**src/rtl/instruction_sender_pkg.sv**
```systemverilog
// instruction_sender_pkg: FSM state type, default timing constants and counter sizing helper.
package instruction_sender_pkg;

    typedef enum logic [2:0] {
        IDLE,
        SETUP,
        STROBE,
        HOLD,
        DONE
    } state_t;

    localparam int DEF_NUM_BYTES     = 2;
    localparam int DEF_SETUP_CYCLES  = 1;
    localparam int DEF_STROBE_CYCLES = 2;
    localparam int DEF_HOLD_CYCLES   = 1;

    function automatic int count_width(input int a, input int b, input int c);
        int m;
        m = (a > b) ? a : b;
        m = (m > c) ? m : c;
        return (m < 2) ? 1 : $clog2(m);
    endfunction

endpackage

```
**src/rtl/instruction_sender_timer.sv**
```systemverilog
// instruction_sender_timer: loadable down-counter; tc is high while the count is zero.
module instruction_sender_timer #(
    parameter int W = 2
) (
    input  logic         clk,
    input  logic         rst,
    input  logic         load,
    input  logic [W-1:0] value,
    output logic         tc
);

    logic [W-1:0] count;

    always_ff @(posedge clk) begin
        if (rst) count <= '0;
        else if (load) count <= value;
        else if (count != '0) count <= count - 1'b1;
    end

    assign tc = (count == '0);

endmodule

```
**src/rtl/instruction_sender.sv**
```systemverilog
// instruction_sender: streams an instruction word byte-by-byte to a latch with setup/strobe/hold timing.
// Optional INSTRUCTION_SENDER_PARITY_EN appends an XOR parity byte after the last instruction byte.
module instruction_sender
    import instruction_sender_pkg::*;
#(
    parameter int NUM_BYTES     = DEF_NUM_BYTES,
    parameter int SETUP_CYCLES  = DEF_SETUP_CYCLES,
    parameter int STROBE_CYCLES = DEF_STROBE_CYCLES,
    parameter int HOLD_CYCLES   = DEF_HOLD_CYCLES
) (
    input  logic                   i_clk,
    input  logic                   i_reset,
    input  logic [8*NUM_BYTES-1:0] i_instruction,
    input  logic                   i_valid,
    output logic                   o_ready,
    output logic [7:0]             o_data,
    output logic                   o_capturebyte,
    output logic                   o_done
);

    localparam int TW = count_width(SETUP_CYCLES, STROBE_CYCLES, HOLD_CYCLES);
    localparam int IW = $clog2(NUM_BYTES + 1);

`ifdef INSTRUCTION_SENDER_PARITY_EN
    localparam int TOTAL = NUM_BYTES + 1;
    logic [7:0] parity;
    always_comb begin
        parity = '0;
        for (int i = 0; i < NUM_BYTES; i++) parity = parity ^ i_instruction[8*i +: 8];
    end
    logic [8*TOTAL-1:0] load_word;
    assign load_word = {parity, i_instruction};
`else
    localparam int TOTAL = NUM_BYTES;
    logic [8*TOTAL-1:0] load_word;
    assign load_word = i_instruction;
`endif

    state_t             state, next;
    logic [IW-1:0]      idx;
    logic [8*TOTAL-1:0] sreg;
    logic               load, tc, last;
    logic [TW-1:0]      load_val;

    instruction_sender_timer #(.W(TW)) u_timer (
        .clk   (i_clk),
        .rst   (i_reset),
        .load  (load),
        .value (load_val),
        .tc    (tc)
    );

    assign last   = (idx == IW'(TOTAL - 1));
    assign o_data = sreg[7:0];

    // Timer is reloaded with (cycles-1) on every state entry so tc marks the final cycle.
    always_comb begin
        next     = state;
        load     = 1'b0;
        load_val = '0;
        case (state)
            IDLE:   if (i_valid) begin next = SETUP; load = 1'b1; load_val = TW'(SETUP_CYCLES - 1); end
            SETUP:  if (tc) begin next = STROBE; load = 1'b1; load_val = TW'(STROBE_CYCLES - 1); end
            STROBE: if (tc) begin next = HOLD; load = 1'b1; load_val = TW'(HOLD_CYCLES - 1); end
            HOLD:   if (tc) begin
                next     = last ? DONE : SETUP;
                load     = 1'b1;
                load_val = last ? '0 : TW'(SETUP_CYCLES - 1);
            end
            DONE:   next = IDLE;
            default: next = IDLE;
        endcase
    end

    always_ff @(posedge i_clk) begin
        if (i_reset) begin
            state         <= IDLE;
            o_ready       <= 1'b1;
            o_capturebyte <= 1'b0;
            o_done        <= 1'b0;
            idx           <= '0;
            sreg          <= '0;
        end else begin
            state         <= next;
            o_ready       <= (next == IDLE);
            o_capturebyte <= (next == STROBE);
            o_done        <= (next == DONE);
            if (state == IDLE && i_valid) begin
                sreg <= load_word;
                idx  <= '0;
            end else if (state == HOLD && tc && !last) begin
                sreg <= sreg >> 8;
                idx  <= idx + 1'b1;
            end
        end
    end

endmodule

```
**config.mk**
```make
export PLATFORM = sky130hd
export DESIGN_NAME = instruction_sender
export DESIGN_NICKNAME = d
export VERILOG_FILES = /design/src/rtl/instruction_sender_pkg.sv /design/src/rtl/instruction_sender_timer.sv /design/src/rtl/instruction_sender.sv
export SDC_FILE = /design/constraint.sdc
export NUM_CORES = 1
export LEC_CHECK = 0
export CAP_MARGIN = 15
export CORE_UTILIZATION = 34
export CTS_BUF_LIST = sky130_fd_sc_hd__clkbuf_4
export DETAILED_ROUTE_END_ITERATION = 7
export DONT_BUFFER_PORTS = 1
export SLEW_MARGIN = 5
export SYNTH_ARGS = -nofsm -noshare
export SYNTH_HDL_FRONTEND = slang
export SYNTH_SLANG_ARGS = --single-unit
export TNS_END_PERCENT = 100
```
**constraint.sdc**
```tcl
create_clock -name i_clk -period 1.71 [get_ports i_clk]
set_input_delay 0.342 -clock i_clk [delete_from_list [all_inputs] [get_ports i_clk]]
set_output_delay 0.342 -clock i_clk [all_outputs]
set_load 0.005 [all_outputs]
```
==> summary.md <==
| Metric | Value |
|---|---|
| Outcome | `finished clean` |
| Critical Path AT | `1770 ps` |
| Max-cap violations | `0` |
| Max VDD drop | `0.301 mV` |
| Syn_nets | `~150` |
| I/O pins | `30` |
| Placeable core region | `3470 sq um` |
| H-tree depth reported by CTS | `1` |
| Chip height | `63.4 microns` |
| Total CTS buffers | `3` |
| Crit end category | `flip-flop` |
| Vias | `~920` |
| Wire per inst | `between 15 and 20 microns` |
| Fmax | `around 640 MHz` |
| Dpl hpwl | `around 1900 microns` |
| Vias in the first global route | `between 800 and 900` |
| Port buffer count | `0` |
| Final setup violation count | `0` |
| Share of post-route cells with drive strength above 1 | `30.5%` |
| Std cell rows | `21` |
| Pre-antenna DRT Iters | `4` |
| Starting DRC count in detailed routing | `54` |
| #FFs+latches synth | `25` |
| Fill cell count | `between 300 and 400` |
| Final period util | `slightly above 90%` |
| Total grt overflow | `0` |
| Pwr Density | `around 1000 nW/um^2` |
| R2R depth | `4` |
| Starting Density | `between 30% and 40%` |
| R2R Path Start | `idx[0]` |
| Class of the most critical setup path | `reg2reg` |
| Final min period | `roughly 1600 ps` |
| CTS sink cnt | `25` |
| Most common cell after layout, fill and taps aside | `dfxtp_1` |
| Final net count | `roughly 140` |
| Hold Crit Start | `i_reset` |
| Worst reg-to-reg setup slack | `~160 ps` |
| Hold Buf Count CTS | `0` |
| Initial antenna violation count | `0` |
| Worst R2R End | `sreg[6]` |
| Post-Syn Instances | `~130` |
| Clock Skew | `about 11 ps` |
| Post-CTS setup buffers | `0` |
| Worst slack at placement | `roughly 210 ps` |
| CP Capture Point | `sreg[6]` |
| Die area | `between 4000 and 5000 sq um` |
| WL final | `2550 microns` |
| Clk_lat worst skew | `330 ps` |
| Worst-Margin Slew | `332 ps` |
| Fin worst setup slack | `159 ps` |
| Die Wd | `63.4 microns` |
| ANT cells | `0` |
| GRT Util Overall | `between 10 and 15%` |
| Clk buf depth | `2` |
| Ys Warns | `0` |
| CP required | `between 1500 and 2000 ps` |
| Post-CTS Resized | `0` |
| Final Hold Viols | `0` |
| RSZ-0062 raised after global routing | `no` |
| CP startpoint kind | `flip-flop` |
| Relative slew slack | `77.3%` |
| Worst Hold Class | `in2reg` |
| Crit path max fanout | `9` |
| Most frequent cells in the layout | `dfxtp_1 (25), nand2_1 (11), o211ai_2 (10)` |
| # DRC | `0` |
| Area Overhead vs Synth | `-1.07%` |
| Largest net degree at the start of global routing | `25` |
| Syn avg cell area | `between 10 and 15 sq um` |
| Setup TNS | `0 ps` |
| Leakage Power | `a little under 0.4 nW` |
| CP Launch Point | `idx[0]` |
| Max-slew violation count | `0` |
| CTS clk-pin slew, worst paths | `about 150 ps` |
| Post-route ant nets | `0` |
| First-pass GRT wire length | `approximately 4300 microns` |
| Vias per inst | `approximately 5.6` |
| Seq/Total Area, Yosys | `39.1%` |
| Mapped Area | `about 1300 sq um` |
| TritonCTS clock tree | `yes` |
| Gp weighted congestion | `roughly 0.74` |
| Synth cell types | `35` |
| Clock root buffer | `clkbuf_4` |
==> synthesized netlist by cell type <==
cell type | count | share of area [%]
a31oi_1 | 2 | 0.98
a211oi_2 | 1 | 0.98
dfxtp_1 | 25 | 39
buf_2 | 5 | 2.0
clkinv_1 | 1 | 0.29
ha_1 | 1 | 0.98
a21oi_2 | 9 | 6.2
inv_1 | 3 | 0.88
nand4bb_1 | 1 | 0.88
a2111oi_0 | 1 | 0.68
buf_12 | 1 | 1.6
a32oi_1 | 6 | 4.1
nor4_1 | 3 | 1.5
buf_6 | 3 | 2.6
o211ai_2 | 10 | 9.8
a21oi_1 | 7 | 2.7
nor3_1 | 1 | 0.39
buf_4 | 10 | 5.9
a211oi_1 | 2 | 1.2
and4bb_2 | 1 | 0.98
o22ai_1 | 1 | 0.49
a2111oi_2 | 1 | 1.2
nand2_1 | 11 | 3.2
xnor2_1 | 1 | 0.68
o21ai_0 | 3 | 1.2
and2_1 | 1 | 0.49
nor2_1 | 4 | 1.2
nor4b_4 | 1 | 1.9
clkbuf_1 | 2 | 0.59
nand2b_1 | 1 | 0.49
o211ai_1 | 4 | 2.3
or3_1 | 1 | 0.49
a221oi_1 | 1 | 0.68
or4b_4 | 1 | 1.1
o31ai_1 | 1 | 0.59
==> area by class of cell <==
| class | count | area (sq um) | share of cell area [%] |
|---|---|---|---|
| Timing Repair Buffer | 8 | 60.1 | 4.74 |
| Sequential cell | 25 | 500 | 39.5 |
| Inverter | 4 | 15.0 | 1.18 |
| Multi-Input combinational cell | 77 | 604 | 47.7 |
| Clock inverter | 1 | 7.51 | 0.592 |
| Tap cell | 46 | 57.6 | 4.54 |
| Clock buffer | 3 | 22.5 | 1.78 |
==> registers in the layout (all words and copies together) (netlist names) <==
| name | flops |
|---|---|
| idx | 2 |
| o_ready | 1 |
| sreg | 16 |
| state | 3 |
| u_timer.count | 1 |
| o_done | 1 |
| o_capturebyte | 1 |
==> layer usage <==
metal | global-route usage, % | share of wire (%)
met1 | 17.2 | 44
met2 | 20.5 | 45
met3 | 5.25 | 8.3
met4 | 8.52 | 2.2
met5 | 0 | 0
==> through the flow <==
| stage | instances | hold WS [ps] | power, W | utilization, % | instance area [sq um] |
|---|---|---|---|---|---|
| floorplan | 127 | 418 | 0.00103 | - | 1280 |
| global placement | 160 | 407 | 0.00101 | 35.7 | 1240 |
| detailed placement | 160 | 412 | 0.00102 | 35.7 | 1240 |
| CTS | 164 | 42.4 | 0.00129 | 36.5 | 1270 |
| global route | 164 | 18.5 | 0.00136 | 36.5 | 1270 |
| finish | 164 | 56.0 | 0.00128 | 36.5 | 1270 |
==> kinds of logic after synthesis <==
logic type      share of synthesized area [%]
buf+inv                                  13.8
fa+ha+maj                               0.976
xor+xnor                                0.684
compound gates                           33.0
flops                                    39.1
simple gates                             12.5
==> worst min-delay path by stage <==
stage,endpoint,slack (ps),cells past startpoint
after floorplan,idx[1],420,1
after CTS,sreg[11],40,1
after global routing,sreg[11],20,1
final,sreg[11],60,1
after detailed placement,sreg[8],410,1
after global placement,sreg[14],410,1
==> critical path, stage by stage (launching register included) <==
cell      delay (ps)
dfxtp_1          380
ha_1             330
clkinv_1         310
a31oi_1          310
a211oi_1         110
==> where the power goes <==
part           switching (W)  internal (W)
combinational       0.000172      0.000128
clock               0.000191     0.0000896
sequential         0.0000539      0.000647
total               0.000417      0.000865
(Power assumes the default switching activity.)
